$ cat src/rtl/pong_pkg.sv
// Shared types and constants for the pong match-level control logic.
package pong_pkg;

  typedef enum logic [2:0] {
    IDLE,
    WAIT_SERVE,
    RALLY,
    POINT_PAUSE,
    GAME_OVER
  } match_state_t;

  localparam int                 SCORE_W           = 4;
  localparam logic [SCORE_W-1:0] WIN_SCORE_DEFAULT = 4'd9;

  function automatic int max_int(input int a, input int b);
    return (a > b) ? a : b;
  endfunction

endpackage

$ cat src/rtl/frame_timer.sv
// Loadable frame down-counter: ticks on end_of_frame, stops at zero, done while zero.
module frame_timer #(
  parameter int CNT_W = 7
) (
  input  logic             clk65MHz,
  input  logic             rst,
  input  logic             tick_i,
  input  logic             load_i,
  input  logic [CNT_W-1:0] load_val_i,
  output logic             done_o
);

  logic [CNT_W-1:0] count_q;

  // A load wins over a coincident tick so the full interval is always counted.
  always_ff @(posedge clk65MHz or posedge rst) begin
    if (rst) begin
      count_q <= '0;
    end else if (load_i) begin
      count_q <= load_val_i;
    end else if (tick_i && (count_q != '0)) begin
      count_q <= count_q - 1'b1;
    end
  end

  assign done_o = (count_q == '0);

endmodule

$ cat src/rtl/match_control.sv
// Match sequencer for the pong ball FSM: serve, scoring, pauses, server choice, game over.
// Optional build macro AUTO_SERVE_EN: serve automatically after AUTO_SERVE_FRAMES in WAIT_SERVE.
//
// state       | meaning
// IDLE        | menu shown, waiting for a game screen
// WAIT_SERVE  | ball parked, waiting for the serve
// RALLY       | ball in play, watching ball-out pulses
// POINT_PAUSE | point scored, holding PAUSE_FRAMES frames
// GAME_OVER   | a player reached WIN_SCORE, scores frozen
module match_control
  import pong_pkg::*;
#(
  parameter logic [SCORE_W-1:0] WIN_SCORE         = WIN_SCORE_DEFAULT,
  parameter int                 PAUSE_FRAMES      = 60,
  parameter int                 AUTO_SERVE_FRAMES = 120
) (
  input  logic               clk65MHz,
  input  logic               rst,
  input  logic               end_of_frame,
  input  logic               screen_idle,
  input  logic               screen_single,
  input  logic               screen_multi,
  input  logic               serve_btn,
  input  logic               ball_out_p1,
  input  logic               ball_out_p2,
  output logic               serve,
  output logic               server,
  output logic [SCORE_W-1:0] points_player_1,
  output logic [SCORE_W-1:0] points_player_2,
  output logic               rally_active,
  output logic               game_over,
  output logic               winner
);

  localparam int CNT_W = $clog2(max_int(PAUSE_FRAMES, AUTO_SERVE_FRAMES) + 1);

  match_state_t       state_q, state_d;
  logic               btn_prev_q;
  logic               btn_rise;
  logic               serve_q, serve_d;
  logic               server_q, server_d;
  logic [SCORE_W-1:0] p1_q, p1_d;
  logic [SCORE_W-1:0] p2_q, p2_d;
  logic               winner_q, winner_d;
  logic               rally_q, over_q;
  logic               tmr_load;
  logic [CNT_W-1:0]   tmr_val;
  logic               tmr_done;
  logic               auto_fire;

  assign btn_rise = serve_btn & ~btn_prev_q;

`ifdef AUTO_SERVE_EN
  assign auto_fire = tmr_done;
`else
  assign auto_fire = 1'b0;
`endif

  frame_timer #(
    .CNT_W(CNT_W)
  ) u_frame_timer (
    .clk65MHz  (clk65MHz),
    .rst       (rst),
    .tick_i    (end_of_frame),
    .load_i    (tmr_load),
    .load_val_i(tmr_val),
    .done_o    (tmr_done)
  );

  always_comb begin
    state_d  = state_q;
    serve_d  = 1'b0;
    server_d = server_q;
    p1_d     = p1_q;
    p2_d     = p2_q;
    winner_d = winner_q;
    tmr_load = 1'b0;
    tmr_val  = CNT_W'(PAUSE_FRAMES);

    if (screen_idle) begin
      state_d  = IDLE;
      p1_d     = '0;
      p2_d     = '0;
      server_d = 1'b0;
      winner_d = 1'b0;
    end else begin
      case (state_q)
        IDLE: begin
          if (screen_single || screen_multi) state_d = WAIT_SERVE;
        end
        WAIT_SERVE: begin
          if (btn_rise || auto_fire) begin
            serve_d = 1'b1;
            state_d = RALLY;
          end
        end
        RALLY: begin
          if (ball_out_p1 && ball_out_p2) begin
            state_d  = POINT_PAUSE;
            tmr_load = 1'b1;
          end else if (ball_out_p1) begin
            server_d = 1'b0;
            if (p2_q < WIN_SCORE) p2_d = p2_q + 1'b1;
            if (p2_d == WIN_SCORE) begin
              state_d  = GAME_OVER;
              winner_d = 1'b1;
            end else begin
              state_d  = POINT_PAUSE;
              tmr_load = 1'b1;
            end
          end else if (ball_out_p2) begin
            server_d = 1'b1;
            if (p1_q < WIN_SCORE) p1_d = p1_q + 1'b1;
            if (p1_d == WIN_SCORE) begin
              state_d  = GAME_OVER;
              winner_d = 1'b0;
            end else begin
              state_d  = POINT_PAUSE;
              tmr_load = 1'b1;
            end
          end
        end
        POINT_PAUSE: begin
          if (tmr_done) state_d = WAIT_SERVE;
        end
        GAME_OVER: begin
          if (btn_rise) begin
            p1_d     = '0;
            p2_d     = '0;
            server_d = 1'b0;
            state_d  = WAIT_SERVE;
          end
        end
        default: state_d = IDLE;
      endcase
    end

    // Against the AI the human always serves.
    if (screen_single) server_d = 1'b0;

`ifdef AUTO_SERVE_EN
    if ((state_d == WAIT_SERVE) && (state_q != WAIT_SERVE)) begin
      tmr_load = 1'b1;
      tmr_val  = CNT_W'(AUTO_SERVE_FRAMES);
    end
`endif
  end

  // btn_prev resets high so a button held through reset is not seen as a press.
  always_ff @(posedge clk65MHz or posedge rst) begin
    if (rst) begin
      state_q    <= IDLE;
      btn_prev_q <= 1'b1;
      serve_q    <= 1'b0;
      server_q   <= 1'b0;
      p1_q       <= '0;
      p2_q       <= '0;
      winner_q   <= 1'b0;
      rally_q    <= 1'b0;
      over_q     <= 1'b0;
    end else begin
      state_q    <= state_d;
      btn_prev_q <= serve_btn;
      serve_q    <= serve_d;
      server_q   <= server_d;
      p1_q       <= p1_d;
      p2_q       <= p2_d;
      winner_q   <= winner_d;
      rally_q    <= (state_d == RALLY);
      over_q     <= (state_d == GAME_OVER);
    end
  end

  assign serve           = serve_q;
  assign server          = server_q;
  assign points_player_1 = p1_q;
  assign points_player_2 = p2_q;
  assign rally_active    = rally_q;
  assign game_over       = over_q;
  assign winner          = winner_q;

endmodule

$ cat config.mk
export PLATFORM = sky130hd
export DESIGN_NAME = match_control
export DESIGN_NICKNAME = d
export VERILOG_FILES = /design/src/rtl/pong_pkg.sv /design/src/rtl/frame_timer.sv /design/src/rtl/match_control.sv
export SDC_FILE = /design/constraint.sdc
export NUM_CORES = 1
export LEC_CHECK = 0
export BUFFER_PORTS_ARGS = -buffer_cell sky130_fd_sc_hd__buf_2
export CAP_MARGIN = 5
export CORE_MARGIN = 2
export CORE_UTILIZATION = 30
export CTS_CLUSTER_SIZE = 28
export DETAILED_ROUTE_END_ITERATION = 6
export PLACE_DENSITY_LB_ADDON = 0.15
export SLEW_MARGIN = 20
export SYNTH_ARGS = -nofsm -noshare
export SYNTH_HDL_FRONTEND = slang
export SYNTH_SLANG_ARGS = --single-unit
$ cat constraint.sdc
create_clock -name clk65MHz -period 5.82 [get_ports clk65MHz]
set_clock_uncertainty 0.2 [all_clocks]
set_input_delay 0.291 -clock clk65MHz [delete_from_list [all_inputs] [get_ports clk65MHz]]
set_output_delay 0.291 -clock clk65MHz [all_outputs]
set_load 0.02 [all_outputs]
# Word level (Yosys, flattened, before mapping)
# Index checks and enable logic that the tools add are counted.
[totals]
reg_bits = 24
output_inout_bits = 13
[classes]
add_sub_neg = 3
order_cmp = 2
n_eq_ne = 18
muxes = 58
bitwise_logic = 2
n_reduce_logical = 16
[op_table]
columns = ["op", "n"]
rows = [
  ["$mux W4", 19],
  ["$mux W3", 10],
  ["$mux W1", 23],
  ["$pmux W4 S2", 2],
  ["$ne A3 B3 Y1 const B", 5],
  ["$pmux W3 S5", 1],
  ["$mux W7", 2],
  ["$reduce_and A5 Y1", 2],
  ["$eq A3 B2 Y1 const B", 3],
  ["$reduce_bool A3 Y1", 3],
  ["$add A4 B1 Y4 const B", 2],
  ["$eq A4 B4 Y1 const B", 2],
  ["$lt A4 B4 Y1 const B", 2],
  ["$ne A4 B4 Y1 const B", 2],
  ["$reduce_and A4 Y1", 2],
  ["$logic_not A7 Y1", 1],
  ["$reduce_bool A7 Y1", 1],
  ["$sub A7 B1 Y7 const B", 1],
  ["$eq A3 B3 Y1 const B", 2],
  ["$ne A5 B5 Y1 const B", 1],
  ["$reduce_bool A2 Y1", 2],
  ["$reduce_bool A4 Y1", 1],
  ["$eq A3 B1 Y1 const B", 1],
  ["$logic_not A3 Y1", 1],
  ["other kinds (7)", 8],
]

# Logic depth before layout (Yosys ltp)
# Gate-level depths: netlist of run 1.
[depth]
word_depth = 15
mapped_depth = 7
mapped_depth_nobuf = 7

# Cells and area by module
# A second synthesis of run 1 with hierarchy kept.
[unflattened]
cells_unflattened = 182
area_unflattened_um2 = 1600.3
[modules_own_cells]
columns = ["mod", "instances", "cells_per_inst", "area_each_um2"]
rows = [
  ["match_control", 1, 124, 1096.1],
  ["frame_timer", 1, 58, 504.2],
]

# Worst setup path before layout of run 1
# Ideal clock, no wire load.
[synth_timing]
kind = "register -> register"
start = "register p1_q[0], in the netlist points_player_1[0]"
end = "register state_q[0]"
setup_time_ns = 0.121
arrival_time_ns = 1.900
t_required_ns = 5.499
slack_ns = 3.599
path_stages_with_launch = 7
n_path_buf = 0
synth_period_minus_slack_ns = 2.221
cell_sequence = "dfrtp_1 > inv_1 > ha_1 > a2111oi_1 > o22ai_1 > a22o_1 > a22o_1"
[synth_via]
elab_chain_len = 14
word_cells_on_any_way = 15
cone_classes = "add/sub: 1; order compare: 1; eq/ne: 1; mux: 12"
[synth_rtl]
columns = ["item", "line_no", "text"]
rows = [
  ["start: declaration", "match_control.sv:42", "logic [SCORE_W-1:0] p1_q, p1_d;"],
  ["start signal: assignment", "match_control.sv:166", "p1_q <= p1_d;"],
  ["$add A4 B1 Y4 or $lt A4 B4 Y1 (tied branches)", "match_control.sv:113", "if (p1_q < WIN_SCORE) p1_d = p1_q + 1'b1;"],
  ["$mux W4 (*)", "match_control.sv:113", ""],
  ["$mux W4 (*)", "match_control.sv:111", "end else if (ball_out_p2) begin"],
  ["$mux W4 (*)", "match_control.sv:101", "end else if (ball_out_p1) begin"],
  ["$mux W4 (*)", "match_control.sv:98", "if (ball_out_p1 && ball_out_p2) begin"],
  ["$mux W4 (*)", "match_control.sv:87", "case (state_q)"],
  ["$mux W4 (*)", "match_control.sv:80", "if (screen_idle) begin"],
  ["$eq A4 B4 Y1 (*)", "match_control.sv:114", "if (p1_d == WIN_SCORE) begin"],
  ["$mux W3 (*)", "match_control.sv:114", ""],
  ["$mux W3 (*)", "match_control.sv:111", ""],
  ["$mux W3 (*)", "match_control.sv:101", ""],
  ["$mux W3 (*)", "match_control.sv:98", ""],
  ["$pmux W3 S5 (*)", "match_control.sv:87", ""],
  ["$mux W3 (*)", "match_control.sv:80", ""],
  ["via state_d[0]", "match_control.sv:37", "match_state_t state_q, state_d;"],
  ["end signal: assignment", "match_control.sv:162", "state_q <= state_d;"],
  ["end: declaration", "match_control.sv:37", ""],
]
# The timed path passes the listed nets; every way through them passes the cells marked *. The select of a mux whose other input is x is not followed.
# A chain may end at the register's enable or synchronous reset.

# Final worst setup path of run 1
# Ends and elaborated chain as after synthesis.

==> out/qor_table.md, run 1 <==
| Result | Value | Unit |
| --- | --- | --- |
| Buffer cell driving the clock tree root | sky130_fd_sc_hd__clkbuf_8 | - |
| Sequential-to-total area share from yosys stat | 41.4 | % |
| I/O pins | 22 | - |
| Net count after synthesis | 175 | - |
| Fin. Hold Viols | 0 | - |
| Maximum buffer depth of the clock tree | 2 | - |
| Number of levels in the clock H-tree | 1 | - |
| Skew-Pair Late Insertion Delay | 0.26 | ns |
| Post-synthesis instance area | 1460 | µm² |
| Remaining max-slew budget at the tightest pin | 38.1 | % |
| Worst Path Max Fanout | 7 | - |
| Starting utilization of the core area | 31.0 | % |
| TritonCTS clock tree | done | - |
| Number of unique standard cell types used by synthesis | 45 | - |
| Category of the worst setup path capture point | register | - |
| Antenna violation net count after detailed routing | 0 | - |
| Transition time at the pin with the least slew margin | 0.927 | ns |
| Final weighted congestion of routability-driven global placement | 0.886 | - |
| Area of the core | 4690 | µm² |
| TritonCTS Sinks | 24 | - |
| Area growth from synthesis to layout | 17.3 | % |
| Final count of pins violating max slew | 0 | - |
| Layout cells sized above 1 | 17.9 | % |
| Post-route fraction of the period consumed by the critical path | 39.7 | % |
| Max-capacitance violation count | 0 | - |
| Startpoint-to-endpoint class of the critical path | register to register | - |
| Area after detailed placement | 1620 | µm² |
| Vias per cell | 5.45 | - |
| Maximum number of pins on one net before global-route repair | 25 | - |
| Die Area | 5420 | µm² |
| Number of buffers inserted to repair setup after CTS | 0 | - |
| Cell count after synthesis | 160 | - |
| Routed length per placed instance | 14.2 | µm |
| Number of remaining DRC errors | 0 | - |
| Final Routed Wirelength | 3390 | µm |
| Final cell area excluding filler cells | 1710 | µm² |
| Power Dens Cells | 285 | nW/µm² |
| Critical Path Start Type | register | - |
| Post-DP HPWL | 2650 | µm |
| Drt first-iter violations | 36 | - |
| Sum Neg Setup Slack | 0 | ns |
| Row Count | 25 | - |
| Setup violators final | 0 | - |
| Worst hold-check path type | input pin to async pin | - |
| Clock-pin slew on the worst setup and hold paths | 0.09 | ns |
| Via count of the first global-routing pass | 1,287 | - |
| Remaining Overflow, GRT | 0 | - |
| Highest attainable clock frequency | 0.432 | GHz |
| Antenna violations before repair | 0 | - |
| Total of buffers placed on input and output ports | 21 | - |
| Overall via count from detail_route | 1,296 | - |
| Number of buffers created by CTS | 3 | - |
| Synth warnings | 0 | - |
| Synth Register Bits | 24 | - |
| Required time at the endpoint of the critical path | 5.78 | ns |
| # fillers | 474 | - |
| Area taken by flip-flops and latches | 602 | µm² |
| Average cell area after synthesis | 9.09 | µm² |
| Die W | 73.6 | µm |
| Clock period minus worst slack | 2.31 | ns |
| Setup repair after global routing missed its margin | false | - |
| Final nets | 200 | - |
| All-Layer GR Usage | 13.7 | % |
| Ant. Diodes | 0 | - |
| Footprint of the multi-input gates | 781 | µm² |
| First-pass GRT wire length | 5890 | µm |
| Highest ir drop seen on vdd | 0.0913 | mV |
| Vertical extent of the die | 73.6 | µm |
| Total leakage power | 0.721 | nW |
| Data arrival time of the critical path | 2.27 | ns |
| Status | finished, final reports clean | - |
| Detailed-router iteration count before antenna repair | 4 | - |
[layout by cell type, fill, tap and decap left out, types with 6 or more instances in the layout]
cell | synthesis | layout
sky130_fd_sc_hd__buf_2 | 0 | 21
sky130_fd_sc_hd__nand2b_1 | 6 | 6
sky130_fd_sc_hd__nor2b_1 | 7 | 7
sky130_fd_sc_hd__nand2_1 | 8 | 8
sky130_fd_sc_hd__o21ai_0 | 13 | 13
sky130_fd_sc_hd__ha_1 | 6 | 6
sky130_fd_sc_hd__inv_1 | 15 | 15
sky130_fd_sc_hd__a21oi_1 | 10 | 10
sky130_fd_sc_hd__dfrtp_1 | 23 | 23
sky130_fd_sc_hd__nor2_1 | 12 | 12
[final cells by class]
type / instances / area share, %
Inverter: 16 / 3.52
Clock buffer: 3 / 2.42
Multi-Input combinational cell: 117 / 45.7
Clock inverter: 1 / 1.76
Sequential cell: 24 / 35.3
Timing Repair Buffer: 23 / 7.33
Tap cell: 54 / 3.96
[per-stage QoR]
stage | setup slack [ns] | power (mW) | hold WS [ns] | instances | util, %
after floorplan | 3.60 | 0.309 | 0.0955 | 160 | -
after global placement | 3.59 | 0.338 | 0.223 | 232 | 34.4
after detailed placement | 3.49 | 0.342 | 0.228 | 232 | 34.4
after CTS | 3.48 | 0.490 | 0.0540 | 238 | 36.4
after global routing | 3.30 | 0.520 | 0.0807 | 238 | 36.4
final | 3.51 | 0.486 | 0.0164 | 238 | 36.4
[worst max-delay path: stages (launching register included)]
cell and delay, ns:
sky130_fd_sc_hd__dfrtp_1 0.44, sky130_fd_sc_hd__inv_1 0.11, sky130_fd_sc_hd__ha_1 0.25, sky130_fd_sc_hd__a2111oi_1 0.51, sky130_fd_sc_hd__o22ai_1 0.19, sky130_fd_sc_hd__a22o_1 0.26
sky130_fd_sc_hd__a22o_1 0.25
[repair_timing]
action,CTS,global route
hold buffers,2,0
endpoints found under the hold margin,2,0
gates resized for setup,0,0
[cells by family (layout without fill, tap and decap cells)]
family,count (synthesis),count (layout),share of synthesized area [%]
xor gates and xnor gates,6,6,3.61
adders and majority gates,6,6,5.16
buffers and inverters,19,43,4.99
AOI/OAI and AO/OA,51,51,23.9
and+or+nand+nor,54,54,21.0
DFF,24,24,41.4
[metal layers]
metal,track usage [%],share of wire [%]
met1,19.1,46
met2,22.6,50
met3,1.37,2.7
met4,3.64,0.62
met5,0,0
[state kept, by name, summed over array words and instances, names as in the netlist]
signal / count
winner: 1
points_player_1: 4
btn_prev_q: 1
game_over: 1
points_player_2: 4
rally_active: 1
server: 1
state_q: 3
u_frame_timer.count_q: 7
serve: 1
[final timing paths]
kind	cells past startpoint	slack, ns	from	to
min	2	0.02	rst	serve$_DFF_PP0_
min in group clk65MHz	2	0.22	screen_idle	winner$_DFFE_PP0P_
max	6	3.51	points_player_1[0]$_DFFE_PP0P_	state_q[0]$_DFF_PP0_
min reg2reg	2	0.34	winner$_DFFE_PP0P_	winner$_DFFE_PP0P_
max in group asynchronous	2	4.84	rst	points_player_1[3]$_DFFE_PP0P_
max reg2reg	6	3.51	points_player_1[0]$_DFFE_PP0P_	state_q[0]$_DFF_PP0_
[power by group]
group | internal (mW) | switching, mW
registers | 0.195 | 0.0279
logic | 0.0508 | 0.0657
clock network | 0.0919 | 0.0549
total | 0.338 | 0.148
[cells in the mapped netlist, drive strengths merged]
library cell / number / area, µm²
and3: 1 / 6.26
a21boi: 1 / 7.51
o311ai: 1 / 8.76
and4: 1 / 8.76
a21oi: 12 / 67.6
ha: 6 / 75.1
a221oi: 1 / 8.76
a22o: 2 / 17.5
o2111ai: 2 / 17.5
nor3: 3 / 15.0
or3: 1 / 6.26
a41oi: 1 / 8.76
nand2: 8 / 30.0
a2111oi: 1 / 10.0
a22oi: 1 / 7.51
or4: 2 / 20.0
a311oi: 2 / 17.5
nor4: 3 / 18.8
nand3b: 1 / 7.51
o211ai: 1 / 7.51
o22ai: 3 / 18.8
xnor2: 5 / 43.8
nand3: 4 / 20.0
dfstp: 1 / 26.3
o21ai: 14 / 81.3
nand4: 1 / 6.26
inv: 16 / 60.1
a211oi: 5 / 37.5
xor2: 1 / 8.76
or4bb: 1 / 11.3
nor2b: 7 / 43.8
or2: 1 / 6.26
a31oi: 1 / 6.26
o221ai: 2 / 17.5
dfrtp: 23 / 576
clkbuf: 3 / 12.5
nand4bb: 2 / 22.5
nor2: 12 / 45.0
a21o: 1 / 7.51
nand2b: 6 / 37.5
(Power assumes the default switching activity.)
==> inputs of run 2 (changes only) <==
ABC_AREA = 1   (was default)
clock period = 2.15 ns   (was 5.82 ns; I/O delays follow)
==> out/qor_table.md, run 2 <==
| Result | Value | Unit | Change |
| --- | --- | --- | --- |
| Number of levels in the clock H-tree | 1 | - | unchanged |
| Highest-delay cell along the critical path | sky130_fd_sc_hd__dfrtp_1 | - |  |
| Ant. Diodes | 0 | - | unchanged |
| Commonest non-fill, non-tap cell in the layout | sky130_fd_sc_hd__nand2_1 | - |  |
| Total leakage power | 0.940 | nW | +30% |
| TritonCTS Sinks | 24 | - | unchanged |
| Leading cell type by number of instances after synthesis | sky130_fd_sc_hd__nand2_1 | - |  |
| Global-route track usage on met1 | 17.1 | % | -1.9 points |
| Final Core Density | 36.4 | % | about the same |
| Die Area | 5750 | µm² | +6.0% |
| # fillers | 545 | - | +15% |
| Most frequently used flop master after synthesis | sky130_fd_sc_hd__dfrtp_1 | - |  |
| Vias per cell | 4.35 | - | -20% |
| Total of buffers placed on input and output ports | 21 | - | unchanged |
| PnR Total Power | 1.47 | mW | +200% |
| Transition time at the pin with the least slew margin | 0.444 | ns | -0.483 ns |
| FF-to-FF setup slack | 0.27 | ns | -3.24 ns |
| Remaining Overflow, GRT | 0 | - | unchanged |
| Worst Path Max Fanout | 7 | - | unchanged |
| Final nets | 243 | - | +22% |
| Largest stage delay, worst path | 0.44 | ns | -0.07 ns |
| Average cell area after synthesis | 7.82 | µm² | -14% |
| Row Count | 26 | - | +4.0% |
| Area of the core | 5040 | µm² | +7.5% |
| Area growth from synthesis to layout | 18.6 | % |  |
| Number of remaining DRC errors | 0 | - | unchanged |
| Drt first-iter violations | 32 | - | -11% |
| Critical R2R Launch | points_player_2[0]$_DFFE_PP0P_ | - |  |
| Commonest cells in the synthesized netlist | 31 x sky130_fd_sc_hd__nand2_1, 28 x sky130_fd_sc_hd__inv_1, 23 x sky130_fd_sc_hd__dfrtp_1 | - |  |
| Met2 usage | 20.1 | % | -2.5 points |
| Power Dens Cells | 803 | nW/µm² | +180% |
| Required time at the endpoint of the critical path | 2.10 | ns | -3.68 ns |
| Antenna violation net count after detailed routing | 0 | - | unchanged |
| Data arrival time of the critical path | 1.83 | ns | -0.44 ns |
| Critical path endpoint | u_frame_timer.count_q[3]$_DFFE_PP0P_ | - |  |
| R2R cell count | 12 | - | +6 |
| Synth Register Bits | 24 | - | unchanged |
| Critical Path Start Type | register | - |  |
| Worst hold-check path type | input pin to register | - |  |
| Starting utilization of the core area | 30.7 | % | -0.32 points |
| Post-synthesis instance area | 1550 | µm² | +6.4% |
| Highest ir drop seen on vdd | 0.249 | mV | +170% |
| Setup repair after global routing missed its margin | false | - |  |
| Clock-pin slew on the worst setup and hold paths | 0.09 | ns | about the same |
| Buffer cell driving the clock tree root | sky130_fd_sc_hd__clkbuf_8 | - |  |
| Post-synth EDFFs | 0 | - | unchanged |
| Routing usage on met3 | 2.78 | % | +1.4 points |
| Max-capacitance violation count | 0 | - | unchanged |
| Clock period minus worst slack | 1.88 | ns | -0.434 ns |
| Cell count after synthesis | 198 | - | +24% |
| Status | finished, final reports clean | - |  |
| Sum Neg Setup Slack | 0 | ns | unchanged |
| Main area contributors after synthesis | sky130_fd_sc_hd__dfrtp_1 37%, sky130_fd_sc_hd__nand2_1 7.5%, sky130_fd_sc_hd__inv_1 6.8% | - |  |
| Footprint of the multi-input gates | 790 | µm² | +1.1% |
| R2r endpoint | u_frame_timer.count_q[3]$_DFFE_PP0P_ | - |  |
| Start point of the critical path | points_player_2[0]$_DFFE_PP0P_ | - |  |
| Post-route fraction of the period consumed by the critical path | 87.4 | % | +48 points |
| Final Routed Wirelength | 3160 | µm | -6.9% |
| Maximum buffer depth of the clock tree | 2 | - | unchanged |
| Overall via count from detail_route | 1,292 | - | -0.31% |
| Via count of the first global-routing pass | 1,238 | - | -3.8% |
| Ordered cell list for the critical path | inv_1 > ha_1 > nand2_2 > nand2_2 > nand2_1 > nand2_1 > nor2_1 > nand2_1 > nand2_2 > nand2_4 > nand3_4 > nand3_1 | - |  |
| Routed length per placed instance | 10.6 | µm | -25% |
| Final WS setup | 0.270 | ns | -3.24 ns |
| I/O pins | 22 | - | unchanged |
| Setup Slack @ Placement | 0.257 | ns | -3.24 ns |
| Number of buffers created by CTS | 3 | - | unchanged |
| Startpoint-to-endpoint class of the critical path | register to register | - |  |
| Number of buffers inserted to repair setup after CTS | 0 | - | unchanged |
| Detailed-router iteration count before antenna repair | 4 | - | unchanged |
| Highest attainable clock frequency | 0.532 | GHz | +23% |
| All-Layer GR Usage | 12.7 | % | -1.0 points |
| Layout cells sized above 1 | 31.7 | % | +14 points |
| Post-cts resize count | 0 | - | unchanged |
| Skew-Pair Late Insertion Delay | 0.27 | ns | about the same |
| TritonCTS clock tree | done | - |  |
| Vertical extent of the die | 75.8 | µm | +3.0% |
| Category of the worst setup path capture point | register | - |  |
| Largest register FFs | 7 | - | unchanged |
| Register name with the most flops | u_frame_timer.count_q | - |  |
| Fin. Hold Viols | 0 | - | unchanged |
| Grt peak-use layer | met2 | - |  |
| Fraction of registers with async set/reset | 100 | % | unchanged |
| Area taken by flip-flops and latches | 602 | µm² | unchanged |
| Net count after synthesis | 213 | - | +22% |
| Maximum number of pins on one net before global-route repair | 15 | - | -40% |
| Final count of pins violating max slew | 0 | - | unchanged |
| Remaining max-slew budget at the tightest pin | 70.4 | % | +32 points |
| Sequential-to-total area share from yosys stat | 38.9 | % | -2.5 points |
| Post-DP HPWL | 2540 | µm | -4.1% |
| Library cell occupying the most area in the post-synthesis netlist | sky130_fd_sc_hd__dfrtp_1 | - |  |
| Area fraction of the dominant cell type after synthesis | 37.2 | % | -2.4 points |
| Final weighted congestion of routability-driven global placement | 0.799 | - | -9.8% |
| Die W | 75.8 | µm | +3.0% |
| Number of unique standard cell types used by synthesis | 32 | - | -29% |
| Synth warnings | 0 | - | unchanged |
| Antenna violations before repair | 0 | - | unchanged |
| First-pass GRT wire length | 5570 | µm | -5.5% |
| Setup violators final | 0 | - | unchanged |
| Most frequent cells in the layout | 31 x sky130_fd_sc_hd__nand2_1, 28 x sky130_fd_sc_hd__inv_1, 23 x sky130_fd_sc_hd__dfrtp_1 | - |  |
## run 2: changes by cell type in the layout (fill, tap and decap cells not counted), moves of 7 or more
cell / previous run / this run
sky130_fd_sc_hd__inv_1: 15 / 28
sky130_fd_sc_hd__inv_2: 1 / 9
sky130_fd_sc_hd__nand2_1: 8 / 31
sky130_fd_sc_hd__nand2_2: 0 / 13
sky130_fd_sc_hd__nand3_1: 4 / 20
sky130_fd_sc_hd__nor2_2: 0 / 7
sky130_fd_sc_hd__nor2b_1: 7 / 0
sky130_fd_sc_hd__o21ai_0: 13 / 6
sky130_fd_sc_hd__o21ai_2: 0 / 7
## run 2: worst min-delay path by stage
| stage | depth (start not counted) | end | slack (ns) | from |
|---|---|---|---|---|
| final | 5 | winner$_DFFE_PP0P_ | 0.04 | ball_out_p1 |
| after global placement | 2 | points_player_1[2]$_DFFE_PP0P_ | -0.05 | rst |
| after detailed placement | 2 | points_player_1[2]$_DFFE_PP0P_ | -0.06 | rst |
| after CTS | 5 | u_frame_timer.count_q[4]$_DFFE_PP0P_ | 0.03 | end_of_frame |
| after global routing | 5 | winner$_DFFE_PP0P_ | 0.07 | ball_out_p1 |
| after floorplan | 0 | btn_prev_q$_DFF_PP1_ | -0.09 | serve_btn |
## run 2: per-layer routing
layer  wire length, µm  share of wire (%)
met5                 0                  0
met1              1550                 49
met3               112                3.5
met4                42                1.3
met2              1450                 46
## run 2: repair_timing
action	CTS	global route
endpoints found under the hold margin	17	0
setup endpoints to repair	0	0
hold buffers	4	0
## run 2: stage by stage
step           area [µm²]  instances  hold slack (ns)
6_report             1840        297           0.0410
5_1_grt              1840        297           0.0712
4_1_cts              1840        297           0.0335
3_5_place_dp         1740        289          -0.0557
3_3_place_gp         1740        289          -0.0452
2_1_floorplan        1550        198          -0.0880
## run 2: cell families after synthesis
kind of cell    Yosys count  synth area share [%]
buf+inv                  40                  10.1
fa+ha+maj                 6                  4.85
flops                    24                  38.9
compound gates           27                  11.7
simple gates             99                  33.3
xor+xnor                  2                  1.13
## run 2: final cells by class
type	count	share of cell area [%]
flip-flops and latches	24	32.8
clock buffers	4	3.00
inverters	39	8.11
multi-input cells	134	43.0
well taps	70	4.77
repair buffers	26	8.32
## run 2: power by group
part / internal (mW) / switching [mW]
combinational: 0.202 / 0.329
clock: 0.164 / 0.148
sequential: 0.545 / 0.0877
total: 0.910 / 0.564
## run 2: critical path: cells and delay by family, from the launching register on
| family | cells | cell delay, ns |
|---|---|---|
| buffers and inverters | 1 | 0.08 |
| AND/OR/NAND/NOR | 10 | 0.84 |
| flip-flops | 1 | 0.44 |
| adder cells (fa/ha/maj) | 1 | 0.20 |
